<file path="config.mk">
export PLATFORM = sky130hd
export DESIGN_NAME = calc_sequencer
export DESIGN_NICKNAME = d
export VERILOG_FILES = /design/src/rtl/calc_sequencer.sv
export SDC_FILE = /design/constraint.sdc
export NUM_CORES = 1
export LEC_CHECK = 0
export CORE_MARGIN = 2
export CORE_UTILIZATION = 55
export CTS_CLUSTER_DIAMETER = 50
export DETAILED_ROUTE_END_ITERATION = 10
export DONT_BUFFER_PORTS = 1
export PLACE_DENSITY = 0.72
export SLEW_MARGIN = 20
export SYNTH_ARGS = -nofsm -noshare
export SYNTH_HDL_FRONTEND = slang
export SYNTH_SLANG_ARGS = --single-unit
</file>
<file path="constraint.sdc">
create_clock -name clock -period 4.4 [get_ports clock]
set_input_delay 0.44 -clock clock [delete_from_list [all_inputs] [get_ports clock]]
set_output_delay 0.44 -clock clock [all_outputs]
set_load 0.01 [all_outputs]
</file>
<file path="src/rtl/calc_sequencer.sv">
// Operand/opcode entry sequencer for an external ALU: debounced Enter/Clear buttons
// drive a five-state FSM that registers operands, waits out the ALU latency and captures the result.
module calc_sequencer #(
  parameter int DEBOUNCE_CYCLES = 4,
  parameter int ALU_LATENCY     = 1
) (
  input  logic        clock,
  input  logic        reset_n,
  input  logic [11:0] Switchs,
  input  logic        Enter,
  input  logic        Clear,
  output logic [7:0]  AluA,
  output logic [7:0]  AluB,
  output logic [3:0]  AluOp,
  input  logic [7:0]  AluResult,
  input  logic        AluZero,
  input  logic        AluCarry,
  input  logic        AluOverflow,
  output logic [7:0]  Result,
  output logic [2:0]  Flags,
  output logic        ShowA,
  output logic        ShowB,
  output logic        ShowResult,
  output logic [5:0]  Leds,
  output logic        Busy
);
  typedef enum logic [2:0] {
    IDLE   = 3'd0,
    HAVE_A = 3'd1,
    HAVE_B = 3'd2,
    EXEC   = 3'd3,
    DONE   = 3'd4
  } state_t;

  localparam logic [7:0] DEB_LAST = 8'(DEBOUNCE_CYCLES - 1);
  localparam logic [3:0] LAT_INIT = 4'(ALU_LATENCY);

  // Button conditioning, bit 0 = Enter, bit 1 = Clear
  logic [1:0] btn_raw, sync_p0, sync_p1, deb_lvl, press;
  logic [7:0] deb_cnt [2];
  logic       enter_press, clear_press;

  assign btn_raw     = {Clear, Enter};
  assign enter_press = press[0];
  assign clear_press = press[1];

  always_ff @(posedge clock or negedge reset_n) begin
    if (!reset_n) begin
      sync_p0    <= '0;
      sync_p1    <= '0;
      deb_lvl    <= '0;
      press      <= '0;
      deb_cnt[0] <= '0;
      deb_cnt[1] <= '0;
    end else begin
      sync_p0 <= btn_raw;
      sync_p1 <= sync_p0;
      for (int i = 0; i < 2; i++) begin
        press[i] <= 1'b0;
        if (sync_p1[i] == deb_lvl[i]) begin
          deb_cnt[i] <= '0;
        end else if (deb_cnt[i] == DEB_LAST) begin
          // level accepted; only the rising acceptance counts as a press
          deb_cnt[i] <= '0;
          deb_lvl[i] <= sync_p1[i];
          press[i]   <= sync_p1[i];
        end else begin
          deb_cnt[i] <= deb_cnt[i] + 8'd1;
        end
      end
    end
  end

  state_t     state, state_nxt;
  logic [3:0] lat_cnt, lat_cnt_nxt;
  logic [7:0] alu_a_nxt, alu_b_nxt, result_nxt;
  logic [3:0] alu_op_nxt;
  logic [2:0] flags_nxt;
  logic       show_a_nxt, show_b_nxt, show_result_nxt, busy_nxt;

  always_ff @(posedge clock or negedge reset_n) begin
    if (!reset_n) begin
      state      <= IDLE;
      lat_cnt    <= '0;
      AluA       <= '0;
      AluB       <= '0;
      AluOp      <= '0;
      Result     <= '0;
      Flags      <= '0;
      ShowA      <= 1'b0;
      ShowB      <= 1'b0;
      ShowResult <= 1'b0;
      Busy       <= 1'b0;
    end else begin
      state      <= state_nxt;
      lat_cnt    <= lat_cnt_nxt;
      AluA       <= alu_a_nxt;
      AluB       <= alu_b_nxt;
      AluOp      <= alu_op_nxt;
      Result     <= result_nxt;
      Flags      <= flags_nxt;
      ShowA      <= show_a_nxt;
      ShowB      <= show_b_nxt;
      ShowResult <= show_result_nxt;
      Busy       <= busy_nxt;
    end
  end

  always_comb begin
    state_nxt = state;
    if (clear_press) begin
      state_nxt = IDLE;
    end else begin
      case (state)
        IDLE:    if (enter_press) state_nxt = HAVE_A;
        HAVE_A:  if (enter_press) state_nxt = HAVE_B;
        HAVE_B:  if (enter_press) state_nxt = EXEC;
        EXEC:    if (lat_cnt == 4'd0) state_nxt = DONE;
        DONE:    if (enter_press) state_nxt = HAVE_A;
        default: state_nxt = IDLE;
      endcase
    end
  end

  always_comb begin
    lat_cnt_nxt     = lat_cnt;
    alu_a_nxt       = AluA;
    alu_b_nxt       = AluB;
    alu_op_nxt      = AluOp;
    result_nxt      = Result;
    flags_nxt       = Flags;
    show_a_nxt      = ShowA;
    show_b_nxt      = ShowB;
    show_result_nxt = ShowResult;
    busy_nxt        = Busy;
    case (state)
      HAVE_A:  Leds = 6'b000011;
      HAVE_B:  Leds = 6'b000111;
      EXEC:    Leds = 6'b001111;
      DONE:    Leds = {Flags[2], Flags[1], 4'b1111};
      default: Leds = 6'b000001;
    endcase
    if (clear_press || !(state inside {IDLE, HAVE_A, HAVE_B, EXEC, DONE})) begin
      lat_cnt_nxt     = '0;
      alu_a_nxt       = '0;
      alu_b_nxt       = '0;
      alu_op_nxt      = '0;
      result_nxt      = '0;
      flags_nxt       = '0;
      show_a_nxt      = 1'b0;
      show_b_nxt      = 1'b0;
      show_result_nxt = 1'b0;
      busy_nxt        = 1'b0;
    end else begin
      case (state)
        IDLE: if (enter_press) begin
          alu_a_nxt  = Switchs[7:0];
          show_a_nxt = 1'b1;
        end
        HAVE_A: if (enter_press) begin
          alu_b_nxt  = Switchs[7:0];
          show_b_nxt = 1'b1;
        end
        HAVE_B: if (enter_press) begin
          alu_op_nxt  = Switchs[11:8];
          lat_cnt_nxt = LAT_INIT;
          busy_nxt    = 1'b1;
        end
        EXEC: begin
          // capture one edge after the count hits zero, so the ALU has had ALU_LATENCY edges
          if (lat_cnt == 4'd0) begin
            result_nxt      = AluResult;
            flags_nxt       = {AluOverflow, AluCarry, AluZero};
            show_result_nxt = 1'b1;
            busy_nxt        = 1'b0;
          end else begin
            lat_cnt_nxt = lat_cnt - 4'd1;
          end
        end
        DONE: if (enter_press) begin
          alu_a_nxt       = Switchs[7:0];
          show_b_nxt      = 1'b0;
          show_result_nxt = 1'b0;
        end
        default: ;
      endcase
    end
  end
endmodule

</file>
==> key figures <==
Run status
  • Status: complete, no violations

Pwr
  • Int Pwr: 1280 µW
  • Sequential Power Share: 50.2%
  • Net Sw Frac: 37.1%
  • Switching component of the power: 754 µW
  • Max VDD drop: 0.286 mV
  • Gate power share: 24.3%
  • Leakage power: 0.00155 µW
  • Power density cells: 632 nW/µm²
  • Clock share of power: 25.5%

Drt
  • Via density: 5.39
  • DR iter-0 viols: 138
  • Routed WL: 5.68 mm
  • Routed vias: 2009
  • Final ANT Viol Nets: 0
  • Wire per inst: 15.2 µm
  • First-pass DRT Iterations: 4
  • DRC: 0

Die
  • Initial Util: 57.7%
  • # IOs: 68
  • Area of the die: 6030 µm²
  • Die Width: 77.7 µm
  • Site row count: 26
  • Core area: 5170 µm²
  • Die Y: 77.7 µm

Worst setup path
  • Largest fanout on the critical path: 12
  • Req. time, crit path: 3.96 ns
  • Worst Setup End Kind: primary output
  • WP data arrival: 1.60 ns
  • Cell at the slowest stage of the critical path: dfrtp_1
  • Startpoint Class: flip-flop
  • Max incr delay on CP: 0.55 ns
  • Crit path kind: flip-flop to primary output
  • CP Cell Sequence: nor2_2, nand2_1, o21ai_0

Placement
  • Placer Congestion: 0.840
  • Buffers on Ports: 0
  • Placed Cells: 355
  • DPL Wire Length: 3.88 mm

Worst hold path
  • HP Class: input pin to flip-flop

STA
  • Finish-stage setup viols: 0
  • Final hold slack: 0.126 ns
  • Fin. Hold Viols: 0
  • Slew margin rel.: 29.0%
  • RSZ-0062 raised after global routing: no
  • Setup tns final: 0 ns
  • Slew at the pin closest to its max-slew limit: 1.07 ns
  • Crit path time final: 2.04 ns
  • Fin crit share: 46.3%
  • Max Transition Viols Final: 0
  • Max Freq: 491 MHz
  • Post-route clock skew: 0.00889 ns

Global routing
  • Number of global-route vias before repair: 1966
  • Largest net degree at the start of global routing: 67
  • First-pass GRT wire length: 9.56 mm
  • Tot GR Track Use: 20.6%
  • Grt total ovfl: 0
  • Initial antenna violation count: 0

Synthesis
  • Syn Inst Count: 299
  • Syn Nets: 330
  • Ys Warns: 0
  • Mean post-synth cell area: 9.98 µm²
  • Synthesized flop and latch total: 66
  • Synth unique cells: 46
  • Sequential-to-total area share from yosys stat: 55.3%
  • Mapped Area: 2990 µm²

CTS
  • Setup Fix Bufs, Post-CTS: 0
  • Reg clk slew, reported paths: 0.07 ns
  • Root buffer cell: clkbuf_8
  • # clock sinks: 66
  • Worst-Skew Late Latency: 0.34 ns
  • Total CTS buffers: 9
  • CTS tree: done
  • CTS Buffer Depth: 2
  • CTS H-tree depth: 3

Cells and area
  • Synth-to-Final Area Change: 7.84%
  • Diodes inserted: 0
  • Nets@finish: 329
  • Layout Cells excl Fill: 373
  • Layout cells sized above 1: 9.24%

Run
  • Max Cap Viol: 0
[routing by layer]
metal	wire length (µm)	global-route usage, %	vias up
met1	2510	26.6	966
li1	-	-	982
met4	97	7.86	0
met5	0	0	-
met2	2590	29.9	50
met3	486	10.1	11
[repair_timing]
action	CTS	global route
hold buffers	2	0
resized for setup	0	0
hold endpoints to repair	66	0
[kinds of logic after synthesis]
| kind of cell | share of synthesized area (%) |
|---|---|
| mux | 4.78 |
| flops | 55.3 |
| other cells | 0.126 |
| buf+inv | 4.82 |
| compound gates | 9.10 |
| simple gates | 19.8 |
| xor+xnor | 4.40 |
| fa+ha+maj | 1.68 |
[critical path: cells and delay by family, from the launching register on]
family / cells / cell delay [ns]
and+or+nand+nor: 2 / 0.48
AOI/OAI and AO/OA: 1 / 0.22
DFF: 1 / 0.55
[final timing paths]
kind,startpoint,to,cells past startpoint,slack (ns)
worst max-delay path,state[1],Leds[2],3,2.36
worst min-delay path,Clear,sync_p0[1],0,0.13
worst max register to register,state[2],Busy,3,2.40
worst min register to register,sync_p0[1],sync_p1[1],0,0.35
max in group asynchronous,reset_n,deb_cnt[13],2,3.48
min in group asynchronous,reset_n,AluA[6],2,0.64
[through the flow]
step           area, µm²  utilization [%]  setup slack (ns)  power [µW]
4_1_cts             3220             62.2              2.37        2060
3_5_place_dp        2980             57.6              2.38        1510
5_1_grt             3220             62.2              2.19        2180
2_1_floorplan       2990                -              2.71        1430
6_report            3220             62.2              2.36        2030
3_3_place_gp        2980             57.6              2.45        1490
[layout make-up]
class                      count  area, µm²
fill                         428       1950
clock buffer                  11        151
inverter                      13       48.8
multi-input combinational    206       1190
timing repair buffer           2       37.5
clock inverter                 5       52.6
tap                           70       87.6
sequential                    66       1650
[power groups by stage]
stage                     sequential, µW  combinational [µW]  clock [µW]
after floorplan                      953                 476           0
after global placement              1030                 464           0
after detailed placement            1030                 481           0
after CTS                           1020                 500         532
after global routing                1050                 572         561
final                               1020                 494         519
[sequential cells by signal, indices dropped and copies added, names as in the netlist]
name and flops:
sync_p0 2, deb_cnt 16, lat_cnt 4, AluA 8
deb_lvl 2, ShowB 1, state 3, Flags 3
Result 8, AluB 8, Busy 1, ShowA 1
press 2, ShowResult 1, AluOp 4, sync_p1 2
[cell usage in the layout (no fill, tap or decap), types with 2 or more instances in the layout]
master / count
dfrtp_1: 66
nand2_1: 59
nor2_1: 29
a21oi_1: 24
inv_1: 12
mux2i_1: 12
clkbuf_8: 11
xnor2_1: 9
nand3_1: 8
o21ai_0: 8
and3_1: 7
xor2_1: 6
nor3_1: 6
and2_1: 4
ha_1: 4
clkinv_2: 3
nor3b_1: 2
mux2_2: 2
a2bb2oi_1: 2
[cell usage after synthesis (all sizes together)]
| cell | instances | area (µm²) |
|---|---|---|
| dfrtp | 66 | 1650 |
| nand2 | 60 | 228 |
| nor2 | 31 | 126 |
| a21oi | 26 | 145 |
| buf | 13 | 91.3 |
| inv | 13 | 48.8 |
| mux2i | 12 | 120 |
| o21ai | 10 | 53.8 |
| xnor2 | 9 | 78.8 |
| nand3 | 8 | 40.0 |
| and3 | 7 | 43.8 |
| nor3 | 6 | 30.0 |
| xor2 | 6 | 52.6 |
| and2 | 4 | 25.0 |
| ha | 4 | 50.1 |
| a2bb2oi | 2 | 17.5 |
| mux2 | 2 | 22.5 |
| nor3b | 2 | 15.0 |
| or2 | 2 | 15.0 |
| a2111oi | 1 | 8.76 |
| a21o | 1 | 7.51 |
| a31o | 1 | 8.76 |
| a31oi | 1 | 6.26 |
| clkbuf | 1 | 3.75 |
| conb | 1 | 3.75 |
| nand3b | 1 | 20.0 |
| nand4bb | 1 | 11.3 |
| nor2b | 1 | 6.26 |
| nor4 | 1 | 6.26 |
| nor4b | 1 | 8.76 |
| o21a | 1 | 7.51 |
| o22a | 1 | 8.76 |
| o31ai | 1 | 7.51 |
| or3 | 1 | 6.26 |
| or3b | 1 | 8.76 |
Power figures use the tool's default switching activity.
